--- src/rtl/lsu_pkg.sv ---
// -----------------------------------------------------------------------------
// lsu_pkg
// Shared definitions for the load/store unit: the FSM state encoding, the
// RISC-V funct3 size/sign codes, and small decode helpers used at request
// accept time.
// -----------------------------------------------------------------------------
package lsu_pkg;

    typedef enum logic [1:0] {
        S_IDLE  = 2'd0,
        S_READ  = 2'd1,
        S_WRITE = 2'd2,
        S_RESP  = 2'd3
    } lsu_state_e;

    localparam logic [2:0] F3_B  = 3'b000;
    localparam logic [2:0] F3_H  = 3'b001;
    localparam logic [2:0] F3_W  = 3'b010;
    localparam logic [2:0] F3_BU = 3'b100;
    localparam logic [2:0] F3_HU = 3'b101;

    // Loads accept B/H/W/BU/HU; stores only B/H/W.
    function automatic logic f3_illegal(input logic we, input logic [2:0] f3);
        logic bad;
        bad = 1'b1;
        if (we) begin
            bad = !(f3 == F3_B || f3 == F3_H || f3 == F3_W);
        end else begin
            bad = !(f3 == F3_B || f3 == F3_H || f3 == F3_W ||
                    f3 == F3_BU || f3 == F3_HU);
        end
        return bad;
    endfunction

    // Halfword accesses need addr[0]=0, word accesses need addr[1:0]=0.
    function automatic logic misaligned(input logic [2:0] f3, input logic [1:0] lane);
        logic bad;
        bad = 1'b0;
        if (f3 == F3_H || f3 == F3_HU) begin
            bad = lane[0];
        end else if (f3 == F3_W) begin
            bad = (lane != 2'b00);
        end
        return bad;
    endfunction

endpackage

--- src/rtl/lsu_lane_align.sv ---
// -----------------------------------------------------------------------------
// lsu_lane_align
// Purely combinational lane steering for the load/store unit.
//   Load path : picks the byte/half/word out of rd_word_i and sign- or
//               zero-extends it according to funct3_i.
//   Store path: replaces the addressed byte/half of old_word_i with the low
//               bits of wdata_i; a word store passes wdata_i straight through.
// Byte lane comes from lane_i; halfwords use lane_i[1] only and words ignore
// lane_i, so misaligned low bits are silently dropped here.
//
// Ports:
//   rd_word_i   in  32  word read from memory (load extraction source)
//   old_word_i  in  32  word captured before a sub-word store
//   wdata_i     in  32  store data (low bytes used for SB/SH)
//   lane_i      in  2   byte address bits [1:0]
//   funct3_i    in  3   RISC-V size/sign code
//   load_data_o out 32  extended load data (0 for unknown funct3)
//   merged_o    out 32  word to write back
// -----------------------------------------------------------------------------
module lsu_lane_align
    import lsu_pkg::*;
(
    input  logic [31:0] rd_word_i,
    input  logic [31:0] old_word_i,
    input  logic [31:0] wdata_i,
    input  logic [1:0]  lane_i,
    input  logic [2:0]  funct3_i,
    output logic [31:0] load_data_o,
    output logic [31:0] merged_o
);

    logic [7:0]  byte_v;
    logic [15:0] half_v;

    // NOTE: every output of a combinational block gets a default at the top,
    // so no path through the case statements can leave it unassigned and
    // infer a latch.
    always_comb begin
        byte_v = 8'h00;
        case (lane_i)
            2'd0: byte_v = rd_word_i[7:0];
            2'd1: byte_v = rd_word_i[15:8];
            2'd2: byte_v = rd_word_i[23:16];
            2'd3: byte_v = rd_word_i[31:24];
            default: byte_v = 8'h00;
        endcase
        half_v = lane_i[1] ? rd_word_i[31:16] : rd_word_i[15:0];

        load_data_o = '0;
        case (funct3_i)
            F3_B:    load_data_o = {{24{byte_v[7]}}, byte_v};
            F3_H:    load_data_o = {{16{half_v[15]}}, half_v};
            F3_W:    load_data_o = rd_word_i;
            F3_BU:   load_data_o = {24'h000000, byte_v};
            F3_HU:   load_data_o = {16'h0000, half_v};
            default: load_data_o = '0;
        endcase
    end

    always_comb begin
        merged_o = old_word_i;
        case (funct3_i)
            F3_B:    merged_o[{lane_i, 3'b000} +: 8]        = wdata_i[7:0];
            F3_H:    merged_o[{lane_i[1], 4'b0000} +: 16]   = wdata_i[15:0];
            F3_W:    merged_o = wdata_i;
            default: merged_o = old_word_i;
        endcase
    end

endmodule

--- src/rtl/load_store_unit.sv ---
// -----------------------------------------------------------------------------
// load_store_unit
// Converts RISC-V LB/LH/LW/LBU/LHU/SB/SH/SW requests into whole-word accesses
// on a word-wide data memory with combinational read data. Sub-word stores are
// done as read-modify-write because the memory only writes full words and
// returns 0 on RD while WE is high.
//
// FSM: IDLE -> READ -> (RESP | WRITE -> RESP), IDLE -> WRITE (SW),
//      IDLE -> RESP (error). RESP emits a one-cycle resp_valid pulse.
// Latency accept-edge to resp_valid: load 2, SW 2, SB/SH 3, error 1.
//
// Configuration:
//   LSU_MISALIGN_CHECK_EN  when defined, misaligned half/word accesses are
//                          rejected with resp_err and no memory access; when
//                          undefined, offending low address bits are ignored.
//
// Ports:
//   CLK         in  1       clock, rising edge
//   rst         in  1       synchronous active-high reset
//   req_valid   in  1       request present, held until accepted
//   req_ready   out 1       high only in IDLE
//   req_we      in  1       1 = store, 0 = load
//   req_funct3  in  3       size/sign code
//   req_addr    in  32      byte address (wraps modulo MEM_DEPTH words)
//   req_wdata   in  DATA_W  store data
//   resp_valid  out 1       one-cycle completion pulse
//   resp_rdata  out DATA_W  extended load data, 0 for stores/errors
//   resp_err    out 1       illegal funct3 (or misaligned, if enabled)
//   mem_A       out 32      zero-extended word index
//   mem_WD      out DATA_W  memory write data
//   mem_WE      out 1       memory write enable
//   mem_RD      in  DATA_W  combinational memory read data
// -----------------------------------------------------------------------------
module load_store_unit
    import lsu_pkg::*;
#(
    parameter int DATA_W    = 32,
    parameter int MEM_DEPTH = 1024,
    parameter int IDX_W     = 10
) (
    input  logic              CLK,
    input  logic              rst,

    input  logic              req_valid,
    output logic              req_ready,
    input  logic              req_we,
    input  logic [2:0]        req_funct3,
    input  logic [31:0]       req_addr,
    input  logic [DATA_W-1:0] req_wdata,

    output logic              resp_valid,
    output logic [DATA_W-1:0] resp_rdata,
    output logic              resp_err,

    output logic [31:0]       mem_A,
    output logic [DATA_W-1:0] mem_WD,
    output logic              mem_WE,
    input  logic [DATA_W-1:0] mem_RD
);

    localparam logic [IDX_W-1:0] IDX_MASK = IDX_W'(MEM_DEPTH - 1);

    lsu_state_e        state_q, state_d;
    logic [IDX_W+1:0]  addr_q, addr_d;
    logic [2:0]        funct3_q, funct3_d;
    logic              we_q, we_d;
    logic [DATA_W-1:0] wdata_q, wdata_d;
    logic [DATA_W-1:0] word_q, word_d;
    logic [DATA_W-1:0] rdata_q, rdata_d;
    logic              err_q, err_d;

    logic              req_bad;
    logic [DATA_W-1:0] load_data;
    logic [DATA_W-1:0] merged;
    logic [IDX_W-1:0]  word_idx;

    // Address bits above the memory index simply wrap; they are not checked.
    logic unused_addr_hi;
    assign unused_addr_hi = ^req_addr[31:IDX_W+2];

    lsu_lane_align u_lane_align (
        .rd_word_i   (mem_RD),
        .old_word_i  (word_q),
        .wdata_i     (wdata_q),
        .lane_i      (addr_q[1:0]),
        .funct3_i    (funct3_q),
        .load_data_o (load_data),
        .merged_o    (merged)
    );

    always_comb begin
        req_bad = f3_illegal(req_we, req_funct3);
`ifdef LSU_MISALIGN_CHECK_EN
        req_bad = req_bad | misaligned(req_funct3, req_addr[1:0]);
`endif
    end

    // Next-state and capture logic.
    always_comb begin
        state_d  = state_q;
        addr_d   = addr_q;
        funct3_d = funct3_q;
        we_d     = we_q;
        wdata_d  = wdata_q;
        word_d   = word_q;
        rdata_d  = rdata_q;
        err_d    = err_q;

        case (state_q)
            S_IDLE: begin
                if (req_valid) begin
                    addr_d   = req_addr[IDX_W+1:0];
                    funct3_d = req_funct3;
                    we_d     = req_we;
                    wdata_d  = req_wdata;
                    rdata_d  = '0;
                    err_d    = 1'b0;
                    if (req_bad) begin
                        err_d   = 1'b1;
                        state_d = S_RESP;
                    end else if (req_we && req_funct3 == F3_W) begin
                        state_d = S_WRITE;
                    end else begin
                        state_d = S_READ;
                    end
                end
            end
            S_READ: begin
                if (we_q) begin
                    // Sub-word store: keep the old word for the merge.
                    word_d  = mem_RD;
                    state_d = S_WRITE;
                end else begin
                    rdata_d = load_data;
                    state_d = S_RESP;
                end
            end
            S_WRITE: begin
                rdata_d = '0;
                err_d   = 1'b0;
                state_d = S_RESP;
            end
            S_RESP: begin
                rdata_d = '0;
                err_d   = 1'b0;
                state_d = S_IDLE;
            end
            default: state_d = S_IDLE;
        endcase
    end

    // NOTE: state registers use non-blocking assignments so every register
    // samples the pre-edge values, independent of statement order.
    always_ff @(posedge CLK) begin
        if (rst) begin
            state_q  <= S_IDLE;
            addr_q   <= '0;
            funct3_q <= '0;
            we_q     <= 1'b0;
            wdata_q  <= '0;
            word_q   <= '0;
            rdata_q  <= '0;
            err_q    <= 1'b0;
        end else begin
            state_q  <= state_d;
            addr_q   <= addr_d;
            funct3_q <= funct3_d;
            we_q     <= we_d;
            wdata_q  <= wdata_d;
            word_q   <= word_d;
            rdata_q  <= rdata_d;
            err_q    <= err_d;
        end
    end

    assign word_idx   = addr_q[IDX_W+1:2] & IDX_MASK;
    assign mem_A      = {{(32-IDX_W){1'b0}}, word_idx};
    assign req_ready  = (state_q == S_IDLE);
    assign resp_valid = (state_q == S_RESP);
    assign resp_rdata = rdata_q;
    assign resp_err   = err_q;

    // The write strobe is gated by rst combinationally: a reset edge that
    // lands on the WRITE cycle must not commit the word.
    assign mem_WE = (state_q == S_WRITE) && !rst;
    assign mem_WD = (state_q == S_WRITE) ? merged : '0;

endmodule

--- config.mk ---
export PLATFORM = sky130hd
export DESIGN_NAME = load_store_unit
export DESIGN_NICKNAME = d
export VERILOG_FILES = /design/src/rtl/lsu_pkg.sv /design/src/rtl/lsu_lane_align.sv /design/src/rtl/load_store_unit.sv
export SDC_FILE = /design/constraint.sdc
export NUM_CORES = 1
export LEC_CHECK = 0
export BUFFER_PORTS_ARGS = -buffer_cell sky130_fd_sc_hd__clkbuf_2
export CAP_MARGIN = 20
export CORE_MARGIN = 2
export CORE_UTILIZATION = 33
export CTS_BUF_LIST = sky130_fd_sc_hd__clkbuf_4 sky130_fd_sc_hd__clkbuf_8
export DETAILED_ROUTE_END_ITERATION = 12
export HOLD_SLACK_MARGIN = 0.1
export MAX_ROUTING_LAYER = met4
export PLACE_DENSITY_LB_ADDON = 0.1
export RECOVER_POWER = 25
export SYNTH_ARGS = -nofsm -noshare
export SYNTH_HDL_FRONTEND = slang
export SYNTH_SLANG_ARGS = --single-unit
--- constraint.sdc ---
create_clock -name CLK -period 2.5 [get_ports CLK]
set_input_delay 0.5 -clock CLK [delete_from_list [all_inputs] [get_ports CLK]]
set_output_delay 0.5 -clock CLK [all_outputs]
set_load 0.05 [all_outputs]
==> results of run 1 <==
-- worst reg2reg max path, stage by stage (launching register included) --
cell,delay (ns)
dfxtp_4,0.36
buf_12,0.13
buf_6,0.12
ha_4,0.16
buf_4,0.13
buf_4,0.16
a222oi_1,0.37
a211o_1,0.37
buf_4,0.23
a31oi_1,0.10
a21o_1,0.18
-- Yosys cell counts (2+ instances only) --
cell	count
a211o_1	9
a211oi_1	3
a21o_1	17
a21oi_1	101
a221o_1	21
a221oi_1	2
a22o_1	8
a22oi_1	20
a311oi_1	8
a31oi_1	18
and2_1	9
and3_1	3
buf_1	5
buf_2	15
buf_4	32
clkbuf_1	43
dfxtp_1	115
ha_1	9
inv_1	19
mux2_2	7
mux2i_1	2
nand2_1	218
nand2b_1	2
nand3_1	2
nor2_1	17
nor2b_1	25
nor3_1	5
nor3b_1	3
nor3b_2	2
o21ai_0	22
o21bai_1	2
o22ai_1	15
o31ai_1	7
-- sequential cells by signal (all words and copies together) (netlist names) --
name and count:
addr_q 12, funct3_q 3, resp_err 1, resp_rdata 32
state_q 2, wdata_q 32, we_q 1, word_q 32
-- power by group through the flow --
| stage | clock (W) | sequential (W) | combinational [W] |
|---|---|---|---|
| floorplan | 0 | 0.00264 | 0.00163 |
| global placement | 0 | 0.00241 | 0.00267 |
| detailed placement | 0 | 0.00241 | 0.00267 |
| CTS | 0.00218 | 0.00239 | 0.00292 |
| global route | 0.00225 | 0.00243 | 0.00320 |
| finish | 0.00213 | 0.00240 | 0.00298 |
-- cell type report --
class | count | share of cell area, %
clock buffers | 24 | 3.80
clock inverters | 8 | 1.98
inverters | 20 | 0.967
multi-input cells | 601 | 42.4
flip-flops and latches | 115 | 27.2
well taps | 229 | 3.36
repair buffers | 211 | 20.4
-- routing by layer --
layer,wire [um],vias to the layer above
met4,475,0
met5,0,-
met2,9770,228
li1,-,3102
met3,1200,29
met1,10000,2949
-- kinds of logic (layout without fill, tap and decap cells) --
group	after synthesis	in the layout	synth area share, %
DFF	115	115	37.7
AOI/OAI and AO/OA	258	258	27.5
and+or+nand+nor	301	303	22.0
buffers and inverters	115	263	9.34
other	1	22	0.0614
adders and majority gates	9	9	1.84
muxes	9	9	1.62
-- layout by cell type (no fill, tap or decap), drive strengths merged, types with 3 or more instances in the layout --
cell type / instances
bufinv: 5
nor3b: 5
nor2b: 25
nor3: 5
and2: 9
o22ai: 15
a211o: 9
ha: 9
mux2: 7
a311oi: 8
a21o: 17
nor2: 18
clkinv: 3
a211oi: 3
a22oi: 20
nand2: 218
clkbuf: 153
buf: 82
inv: 20
dfxtp: 115
a31oi: 18
and3: 3
a21oi: 102
conb: 22
a221o: 21
o31ai: 7
o21ai: 22
a22o: 8
-- path summary, 6_finish.rpt --
path | startpoint | cells past startpoint | slack (ns) | to
worst min-delay path | req_addr[5] | 3 | 0.27 | addr_q[5]$_SDFFE_PP0P_
worst min register to register | resp_rdata[30]$_SDFFE_PP0P_ | 1 | 0.45 | resp_rdata[30]$_SDFFE_PP0P_
worst max-delay path | addr_q[1]$_SDFFE_PP0P_ | 7 | -0.20 | mem_WD[22]
worst max register to register | addr_q[1]$_SDFFE_PP0P_ | 10 | 0.10 | resp_rdata[29]$_SDFFE_PP0P_
-- what timing repair did --
action	CTS	global route
pin swaps	26	12
buffers inserted	11	3
endpoints found under the setup margin	32	32
resized for setup	70	13
gates cloned	4	0
hold buffers	0	0
-- through the flow --
stage | TNS (ns) | power (W) | instance area, sq um | hold slack [ns]
3_3_place_gp | 0 | 0.00509 | 7600 | 0.434
5_1_grt | -5.74 | 0.00788 | 8540 | 0.253
2_1_floorplan | -0.142 | 0.00427 | 6210 | 0.433
4_1_cts | -2.90 | 0.00749 | 8470 | 0.242
3_5_place_dp | -0.0276 | 0.00508 | 7600 | 0.441
6_report | -3.20 | 0.00750 | 8540 | 0.266
==> impl_metrics.py, run 1 <==
metrics = {
    "global_routing": {
        "grtUsageMet2_pct": 33.7,
        "use_met1_pct": 30.8,
        "antenna_found_initial": 0,
        "grt_pass1_vias": 5768,
        "grt_overflow": 0,
        "grt_pass1_wl_um": 33300,
        "grt_busiest_layer": "met2",
        "grt_max_degree": 47,
        "gr-usage-met3_pct": 3.73,
        "track_usage_pct": 22.4,
    },
    "layout": {
        "final_nets": 1078,
        "drive_gt1_share_pct": 30.7,
        "fin_util_pct": 47.2,
        "final_cells": 1208,
        "final-seq-area_sq_mm": 0.00232,
        "multiInputGateArea_sq_mm": 0.00362,
        "antenna_cells": 0,
        "syn_to_final_growth_pct": 39.8,
        "fillCellCount": 1852,
    },
    "place": {
        "post-dp-hpwl_um": 15300,
        "place_congestion": 0.859,
        "pre_cts_slack_ns": -0.0276,
        "dp.cells": 1159,
        "port_buffers": 160,
    },
    "sta": {
        "max_clock_freq_ghz": 0.370,
        "tightest_slew_ns": 0.691,
        "layout_setup_ws_ns": -0.201,
        "skew_ns": 0.0135,
        "setup_violations": 32,
        "period_needed_ns": 2.70,
        "finalCritPeriodShare_pct": 108,
        "maxSlewViolCount": 0,
        "hold_viol_final": 0,
        "rsz0062_at_grt": "true",
        "relSlewSlack_pct": 53.9,
    },
    "detailed_routing": {
        "wl_per_cell_um": 17.8,
        "drcViolationCount": 15,
        "ant_nets": 0,
        "drtPass1Iterations": 11,
        "wirelength_um": 21500,
        "vias": 6308,
        "first_iter_violations": 519,
        "vias_per_cell": 5.22,
    },
    "synthesis": {
        "syn_inst": 808,
        "ys_seq_area_share_pct": 37.7,
        "synth_top_area_cell": "dfxtp_1",
        "synthFlopType": "dfxtp_1",
        "synth_edf_count": 0,
        "ys_seq_elements": 115,
        "syn-cell-area_sq_mm": 0.00611,
        "synth-async-reset-ratio_pct": 0,
        "synth_cell_types": 55,
        "synth_area_leaders": "dfxtp_1 38%, nand2_1 13%, a21oi_1 8.3%",
        "ys_warn_count": 0,
        "yosys.area.top_type_share_pct": 37.7,
        "synth.avg_cell_area_sq_um": 7.56,
    },
    "clock_network": {
        "cts-buffers-inserted": 17,
        "cts_sinks": 115,
        "clockBufferDepth": 2,
        "cts_root_buf": "clkbuf_8",
        "tritoncts": "built",
        "htreeDepth": 4,
        "cts.clk_slew.worst_paths_ns": 0.07,
        "clk_latency_ns": 0.45,
    },
    "floorplanning": {
        "die-area_sq_mm": 0.0196,
        "core_sq_mm": 0.0181,
        "initial_utilization_pct": 33.8,
        "num_io_pins": 203,
        "dieWidth_um": 140,
        "die_h_um": 140,
        "row_count": 49,
    },
    "setup_path": {
        "start_kind": "flop",
        "arrival_ns": 2.20,
        "path_buf_inv": 2,
        "critical_path.endpoint_type": "output port",
        "path_class": "reg2out",
        "crit_path_max_incr_delay_ns": 0.42,
        "crit_top_cell": "o22ai_2",
        "path_cells": "inv_6, ha_4, or4bb_1, o22ai_2, nor3_1, o22ai_2, buf_12",
        "path_delay_family": "simple AND/OR/NAND/NOR gates",
        "cp.required_ns": 2.00,
        "crit_fanout": 5,
        "cp_slowest_cell": "or4bb_1",
    },
    "status": {
        "violations": "design-rule violations, negative setup slack",
        "status": "complete, but fails checks",
    },
    "run": {
        "maxCapViolCount": 0,
    },
    "pwr": {
        "p_leak_nw": 3.48,
        "peakVddDrop_mv": 0.573,
        "p_comb_share_pct": 39.7,
        "switching_share_pct": 39.9,
        "seq_power_share_pct": 32.0,
        "power_switching_w": 0.00300,
        "p_int_w": 0.00451,
        "power_density_mw_per_mm2": 879,
        "p_clk_share_pct": 28.4,
    },
    "hold_path": {
        "hold_path.class": "in2reg",
    },
}
Note: power is estimated with default switching activity, not from simulation.
==> inputs of run 2 (changes only) <==
--- a/config.mk
+++ b/config.mk
@@ -8,7 +8,7 @@
 export BUFFER_PORTS_ARGS = -buffer_cell sky130_fd_sc_hd__clkbuf_2
 export CAP_MARGIN = 20
 export CORE_MARGIN = 2
-export CORE_UTILIZATION = 33
+export CORE_UTILIZATION = 53
 export CTS_BUF_LIST = sky130_fd_sc_hd__clkbuf_4 sky130_fd_sc_hd__clkbuf_8
 export DETAILED_ROUTE_END_ITERATION = 12
 export HOLD_SLACK_MARGIN = 0.1
==> impl_metrics.py, run 2 (synthesized netlist as in run 1, its figures left out) <==
metrics = {
    "status": {
        "status": "complete, but fails checks",
        "violations": "negative setup slack",
    },
    "place": {
        "place_congestion": 0.906,
        "port_buffers": 160,
        "dp.cells": 1068,
        "post-dp-hpwl_um": 14200,
    },
    "setup_path": {
        "crit_fanout": 23,
        "start_kind": "flop",
        "critical_path.endpoint_type": "output port",
        "path_class": "reg2out",
        "cp.required_ns": 2.00,
        "arrival_ns": 2.31,
    },
    "global_routing": {
        "antenna_found_initial": 0,
        "grtUsageMet2_pct": 50.4,
        "grt_pass1_vias": 6108,
        "track_usage_pct": 32.6,
        "grt_pass1_wl_um": 31500,
        "gr-usage-met3_pct": 5.39,
        "grt_busiest_layer": "met2",
        "grt_max_degree": 40,
        "use_met1_pct": 42.4,
        "grt_overflow": 0,
    },
    "sta": {
        "relSlewSlack_pct": 58.2,
        "maxSlewViolCount": 0,
        "whs_ns": 0.274,
        "setup_tns_ns": -3.75,
        "layout_setup_ws_ns": -0.307,
        "setup_violations": 32,
        "finalCritPeriodShare_pct": 112,
        "max_clock_freq_ghz": 0.356,
        "tightest_slew_ns": 0.627,
        "period_needed_ns": 2.81,
        "rsz0062_at_grt": "true",
        "skew_ns": 0.00894,
        "hold_viol_final": 0,
    },
    "floorplanning": {
        "dieWidth_um": 111,
        "die_h_um": 111,
        "row_count": 39,
        "core_sq_mm": 0.0113,
        "initial_utilization_pct": 54.0,
        "num_io_pins": 203,
        "die-area_sq_mm": 0.0124,
    },
    "clock_network": {
        "clockBufferDepth": 2,
        "cts_sinks": 115,
        "cts-buffers-inserted": 17,
        "htreeDepth": 4,
        "cts.clk_slew.worst_paths_ns": 0.07,
        "clk_latency_ns": 0.45,
        "tritoncts": "built",
        "cts_root_buf": "clkbuf_8",
    },
    "detailed_routing": {
        "wl_per_cell_um": 18.1,
        "drcViolationCount": 0,
        "drtPass1Iterations": 5,
        "vias_per_cell": 5.89,
        "ant_nets": 0,
        "wirelength_um": 20200,
        "vias": 6581,
        "first_iter_violations": 769,
    },
    "layout": {
        "final_cells": 1117,
        "antenna_cells": 0,
        "drive_gt1_share_pct": 28.6,
        "final_common_cell": "nand2_1",
        "syn_to_final_growth_pct": 35.8,
        "final_cell_mix": "216 x nand2_1, 110 x dfxtp_1, 98 x clkbuf_2",
        "fillCellCount": 891,
        "final_nets": 1074,
        "multiInputGateArea_sq_mm": 0.00365,
        "final-seq-area_sq_mm": 0.00232,
    },
    "pwr": {
        "power_switching_w": 0.00297,
        "p_comb_share_pct": 41.4,
        "p_leak_nw": 3.34,
        "switching_share_pct": 41.7,
        "p_clk_share_pct": 24.6,
        "seq_power_share_pct": 34.0,
        "power_density_mw_per_mm2": 858,
        "p_int_w": 0.00415,
        "peakVddDrop_mv": 0.923,
    },
    "run": {
        "maxCapViolCount": 0,
    },
    "hold_path": {
        "hold_path.class": "in2reg",
    },
}
run 2: changes by cell type in the layout (fill, tap and decap cells not counted), moves of 3 or more:
cell,change
a22oi_2,+7
clkbuf_2,-27
clkbuf_1,+27
buf_4,-3
a22o_4,+3
a22oi_1,-7
a22o_1,-3
clkbuf_4,+5
bufinv_16,-3
clkbuf_8,-3
run 2: power groups by stage:
stage	Combinational [W]	Sequential [W]	Clock, W
floorplan	0.00163	0.00264	0
global placement	0.00254	0.00239	0
detailed placement	0.00260	0.00241	0
CTS	0.00284	0.00240	0.00176
global route	0.00314	0.00245	0.00184
finish	0.00294	0.00242	0.00175
run 2: timing repair:
action	4_1_cts	5_1_grt
hold endpoints to repair	0	0
pin swaps	26	11
gates resized for setup	69	21
gates cloned	3	0
endpoints found under the setup margin	32	44
hold buffers	0	0
setup buffers	9	5
run 2: stage by stage:
step	instance area, sq um	worst slack (ns)	total power (W)	util (%)
after CTS	8200	-0.230	0.00699	72.4
after floorplan	6210	-0.142	0.00427	-
final	8300	-0.307	0.00712	73.3
after global routing	8300	-0.345	0.00743	73.3
after global placement	7430	0.0562	0.00493	65.6
after detailed placement	7430	0.0425	0.00501	65.6
run 2: critical path, cell delays in order (launching register included):
cell	delay, ns
dfxtp_4	0.38
buf_12	0.12
ha_1	0.17
buf_4	0.27
o22ai_2	0.12
nor4_1	0.42
o22ai_2	0.18
buf_12	0.18
run 2: final timing paths:
check	slack [ns]	cells past startpoint	end	startpoint
worst min-delay path	0.27	3	wdata_q[16]$_SDFFE_PP0P_	req_wdata[16]
worst max-delay path	-0.31	7	mem_WD[22]	addr_q[1]$_SDFFE_PP0P_
worst min register to register	0.45	1	resp_rdata[31]$_SDFFE_PP0P_	resp_rdata[31]$_SDFFE_PP0P_
worst max register to register	0.27	7	resp_rdata[14]$_SDFFE_PP0P_	addr_q[1]$_SDFFE_PP0P_
run 2: final cells by class:
type,count,area share [%]
well taps,143,2.16
clock inverters,5,0.905
multi-input cells,600,44.0
inverters,20,0.935
repair buffers,208,20.2
clock buffers,26,3.86
flip-flops and latches,115,27.9
run 2: metal layers:
layer,up-vias,wire [um]
li1,3079,-
met1,3107,8390
met2,342,9640
met3,53,1580
met4,0,592
met5,-,0
